==> config.mk <==
export PLATFORM = sky130hd
export DESIGN_NAME = cnt_load_cascade
export DESIGN_NICKNAME = d
export VERILOG_FILES = /design/src/rtl/cnt_pkg.sv /design/src/rtl/cnt4_slice.sv /design/src/rtl/cnt_load_cascade.sv
export SDC_FILE = /design/constraint.sdc
export NUM_CORES = 1
export LEC_CHECK = 0
export BUFFER_PORTS_ARGS = -buffer_cell sky130_fd_sc_hd__buf_2
export CORE_AREA = 10 10 56 58
export DETAILED_ROUTE_END_ITERATION = 8
export DIE_AREA = 0 0 66 68
export PLACE_DENSITY_LB_ADDON = 0.08
export REMOVE_ABC_BUFFERS = 1
export SLEW_MARGIN = 20
export SYNTH_ARGS = -nofsm -noshare
export SYNTH_HDL_FRONTEND = slang
export SYNTH_SLANG_ARGS = --single-unit
==> constraint.sdc <==
create_clock -name clk -period 2.4 [get_ports clk]
set_input_delay 0.36 -clock clk [delete_from_list [all_inputs] [get_ports clk]]
set_output_delay 0.36 -clock clk [all_outputs]
set_load 0.02 [all_outputs]
==> src/rtl/cnt_pkg.sv <==
// Shared slice width, nibble type and per-slice next-state function for the
// cascadable loadable counter.
package cnt_pkg;

    localparam int unsigned SLICE_W = 4;

    typedef logic [SLICE_W-1:0] slice_t;

    function automatic slice_t slice_next(slice_t q, logic inc, logic up);
        slice_t r;
        r = q;
        if (inc) begin
            r = up ? q + slice_t'(1) : q - slice_t'(1);
        end
        return r;
    endfunction

endpackage

==> src/rtl/cnt4_slice.sv <==
// One 4-bit counter slice: registered nibble with clear/load/step priority and
// terminal-value flags for the lookahead chain. CNT_UPDN_EN adds all_zeros.
module cnt4_slice
    import cnt_pkg::*;
(
    input  logic               clk,
    input  logic               rst_n,
    input  logic               sync_clr,
    input  logic               load,
    input  logic [SLICE_W-1:0] d,
    input  logic               cen,
    input  logic               up,
    output logic [SLICE_W-1:0] q,
    output logic               all_ones
`ifdef CNT_UPDN_EN
    ,
    output logic               all_zeros
`endif
);

    always_ff @(posedge clk or negedge rst_n) begin
        if (!rst_n) begin
            q <= '0;
        end else if (sync_clr) begin
            q <= '0;
        end else if (load) begin
            q <= d;
        end else begin
            q <= slice_next(q, cen, up);
        end
    end

    assign all_ones = &q;
`ifdef CNT_UPDN_EN
    assign all_zeros = ~|q;
`endif

endmodule

==> src/rtl/cnt_load_cascade.sv <==
// Cascadable loadable binary counter built from 4-bit slices with lookahead carry,
// ripple-carry out, wrap pulse and saturating wrap counter. CNT_UPDN_EN adds up_dn.
module cnt_load_cascade
    import cnt_pkg::*;
#(
    parameter int unsigned WIDTH      = 8,
    parameter int unsigned WRAP_CNT_W = 8
) (
    input  logic                  clk,
    input  logic                  rst_n,
    input  logic                  sync_clr_n,
    input  logic                  load,
    input  logic [WIDTH-1:0]      d,
    input  logic                  en_p,
    input  logic                  en_t,
`ifdef CNT_UPDN_EN
    input  logic                  up_dn,
`endif
    output logic [WIDTH-1:0]      q,
    output logic                  rco,
    output logic                  tc_pulse,
    output logic [WRAP_CNT_W-1:0] wrap_cnt
);

    localparam int unsigned NS = WIDTH / SLICE_W;

    if ((WIDTH % SLICE_W) != 0 || WIDTH == 0) begin : g_width_check
        $error("cnt_load_cascade: WIDTH must be a non-zero multiple of 4");
    end

    logic          up;
    logic          step;
    logic          wrap;
    logic [NS-1:0] ones;
    logic [NS-1:0] flag;
    logic [NS:0]   chain;
`ifdef CNT_UPDN_EN
    logic [NS-1:0] zeros;
    assign up = up_dn;
`else
    assign up = 1'b1;
`endif

    assign step     = en_p & en_t;
    assign chain[0] = 1'b1;

    // chain[k] is the AND of terminal flags of slices below k: a flat AND tree,
    // no adder carry propagates between slices.
    for (genvar k = 0; k < NS; k++) begin : g_slice
`ifdef CNT_UPDN_EN
        assign flag[k] = up ? ones[k] : zeros[k];
`else
        assign flag[k] = ones[k];
`endif
        assign chain[k+1] = chain[k] & flag[k];

        cnt4_slice u_slice (
            .clk      (clk),
            .rst_n    (rst_n),
            .sync_clr (~sync_clr_n),
            .load     (load),
            .d        (d[k*SLICE_W +: SLICE_W]),
            .cen      (step & chain[k]),
            .up       (up),
            .q        (q[k*SLICE_W +: SLICE_W]),
            .all_ones (ones[k])
`ifdef CNT_UPDN_EN
            ,
            .all_zeros(zeros[k])
`endif
        );
    end

    assign rco  = en_t & chain[NS];
    assign wrap = sync_clr_n & ~load & step & chain[NS];

    always_ff @(posedge clk or negedge rst_n) begin
        if (!rst_n) begin
            tc_pulse <= 1'b0;
            wrap_cnt <= '0;
        end else if (!sync_clr_n) begin
            tc_pulse <= 1'b0;
            wrap_cnt <= '0;
        end else begin
            tc_pulse <= wrap;
            if (wrap && wrap_cnt != '1) begin
                wrap_cnt <= wrap_cnt + WRAP_CNT_W'(1);
            end
        end
    end

endmodule

==> results.sh <==
export IMPL_ir_drop_uv=297
export IMPL_diodes=0
export IMPL_synth_top_area_frac=0.431
export IMPL_hold_buffers=1
export IMPL_synth_edf_count=0
export IMPL_slew_headroom=0.700
export IMPL_die_area_sq_mm=0.00449
export IMPL_crit_type="reg2out"
export IMPL_maxSlewViolCount=0
export IMPL_drt_pre_antenna_iters=4
export IMPL_p_sw_uw=157
export IMPL_cts_sinks=17
export IMPL_fin_nets=154
export IMPL_setup_violations=0
export IMPL_required_ns=2.04
export IMPL_antenna_left=0
export IMPL_cts_buffers=3
export IMPL_clkPwrFrac=0.291
export IMPL_grt_overflow=0
export IMPL_syn_inst=103
export IMPL_syn_avg_cell_area_sq_um=9.57
export IMPL_grt_pass1_vias=923
export IMPL_htreeDepth=1
export IMPL_fp_dieH_microns=68
export IMPL_rsz0062_at_grt="no"
export IMPL_holdPathStages=3
export IMPL_synth_area_leaders="dfrtp_1 43%, mux2i_1 8.1%, xnor2_1 6.2%"
export IMPL_hp_class="in2reg"
export IMPL_seq_power_share=0.565
export IMPL_yosysTopAreaCell="dfrtp_1"
export IMPL_portBuffers=31
export IMPL_period_share=0.788
export IMPL_ys_seq_area_frac=0.431
export IMPL_post_cts_resized=0
export IMPL_dp_slack_ns=0.708
export IMPL_async_reset_ff_frac=1.00
export IMPL_grt_max_degree=19
export IMPL_power_density_mw_per_mm2=453
export IMPL_outcome="completed"
export IMPL_dp_cells=159
export IMPL_finClkSkew_ns=0.00420
export IMPL_cts_clk_slew_worst_paths_ns=0.11
export IMPL_finalCriticalPeriod_ns=1.89
export IMPL_pin_count=32
export IMPL_vias_per_cell=5.48
export IMPL_endpoint_kind="output pin"
export IMPL_swShare=0.288
export IMPL_vias=899
export IMPL_antenna_found_initial=0
export IMPL_ys_types=27
export IMPL_max_cap_violations=0
export IMPL_drt_iter0_drc=29
export IMPL_stdcell_count=164
export IMPL_cts_setup_buffers=0
export IMPL_p_comb_frac=0.144
export IMPL_synth_most_common_cell="dfrtp_1"
export IMPL_critPathMaxFanout=4
export IMPL_crit_arrival_ns=1.53
export IMPL_core_area_sq_mm=0.00211
export IMPL_rr_worst_depth=5
export IMPL_p_int_uw=387
export IMPL_yosys_warnings=0
export IMPL_critPathLaunchType="flop"
export IMPL_die_w_microns=66
export IMPL_drt_wl_total_mm=2.48
export IMPL_worstSkewPairLatency_ns=0.29
export IMPL_fin_ws_ns=0.510
export IMPL_fin_setup_tns_ns=0
export IMPL_worst_slew_pin_slew_ns=0.446
export IMPL_dp_hpwl_mm=1.86
export IMPL_synth_main_ff_cell="dfrtp_1"
export IMPL_cts_buffer_depth=2
export IMPL_grt_pass1_wl_mm=4.22
export IMPL_hold_viol_final=0
export IMPL_syn2layout_area_growth_pct=22.0
export IMPL_start_util=0.468
export IMPL_leakage_nw=0.613
export IMPL_num_rows=17
export IMPL_synth_area_sq_um=986
export IMPL_root_buffer="clkbuf_4"
export IMPL_cts_tree="done"
export IMPL_drc_errors=0
export IMPL_ys_ff_latch=17
export IMPL_gp_congestion=0.747
export IMPL_fmax_ghz=0.529
export IMPL_grt_total_usage=0.119
export IMPL_wl_per_cell_microns=15.1
export IMPL_netlist_top_cells_count="17 x dfrtp_1, 10 x nand2_1, 8 x mux2i_1"
export IMPL_layout_drive_gt1_share=0.287
## state kept, by name (all words and copies together), names as in the netlist
register / cells
wrap_cnt: 8
g_slice.u_slice.q: 8
tc_pulse: 1
## cell usage in the layout (no fill, tap or decap)
master	count
buf_2	31
dfrtp_1	17
nand2_1	10
mux2i_1	8
nand3_1	7
xnor2_1	7
inv_1	6
nand4_1	6
nor2_1	6
a21oi_1	6
o21ai_0	5
nor3_1	4
ha_1	3
clkbuf_4	3
a311oi_1	2
nand2_2	1
nand4_4	1
or3_1	1
and4_1	1
nor4_4	1
and2_1	1
nor2b_1	1
a31oi_1	1
nand4b_1	1
nor4_1	1
and3_1	1
a21o_2	1
o211a_1	1
clkinv_2	1
dlygate4sd3_1	1
## per-stage QoR
step	power [mW]	hold slack, ns	util	instance area, sq um
2_1_floorplan	0.352	0.0644	-	975
3_3_place_gp	0.390	0.303	0.553	1160
3_5_place_dp	0.392	0.309	0.553	1160
4_1_cts	0.552	0.298	0.571	1200
5_1_grt	0.575	0.317	0.571	1200
6_report	0.545	0.302	0.571	1200
## power by group through the flow
stage / combinational [mW] / clock (mW) / sequential, mW
2_1_floorplan: 0.0285 / 0 / 0.323
3_3_place_gp: 0.0773 / 0 / 0.313
3_5_place_dp: 0.0789 / 0 / 0.313
4_1_cts: 0.0802 / 0.164 / 0.308
5_1_grt: 0.0889 / 0.177 / 0.309
6_report: 0.0782 / 0.159 / 0.308
## worst max-delay path: stages, from the launching register on
cell and delay, ns:
dfrtp_1 0.42, ha_1 0.23, nand4_4 0.14, nor3_1 0.23, buf_2 0.22
## metal layers
metal,GRT usage,part of all wire
met1,0.122,0.40
met2,0.220,0.53
met3,0.0326,0.052
met4,0.0602,0.014
met5,0,0
## logic make-up after synthesis
group | Yosys count | synth area share
DFF | 17 | 0.431
AOI/OAI and AO/OA | 16 | 0.0990
xor gates and xnor gates | 7 | 0.0622
buffers and inverters | 9 | 0.0343
and+or+nand+nor | 43 | 0.254
muxes | 8 | 0.0812
adders and majority gates | 3 | 0.0381
## layout make-up
| type | count | area [sq um] |
|---|---|---|
| tap | 28 | 35.0 |
| multi-input combinational | 77 | 527 |
| inverter | 6 | 22.5 |
| sequential | 17 | 425 |
| fill | 202 | 903 |
| timing repair buffer | 32 | 165 |
| clock buffer | 3 | 22.5 |
| clock inverter | 1 | 5.00 |
## worst paths after layout
kind,startpoint,endpoint,slack (ns)
max,g_slice[1].u_slice.q[0],rco,0.51
min,d[2],g_slice[0].u_slice.q[2],0.30
max reg2reg,g_slice[1].u_slice.q[0],wrap_cnt[6],0.69
min reg2reg,wrap_cnt[3],wrap_cnt[3],0.55
max in group asynchronous,rst_n,wrap_cnt[1],1.61
min in group asynchronous,rst_n,g_slice[1].u_slice.q[2],0.51
Note: power is estimated with default switching activity, not from simulation.
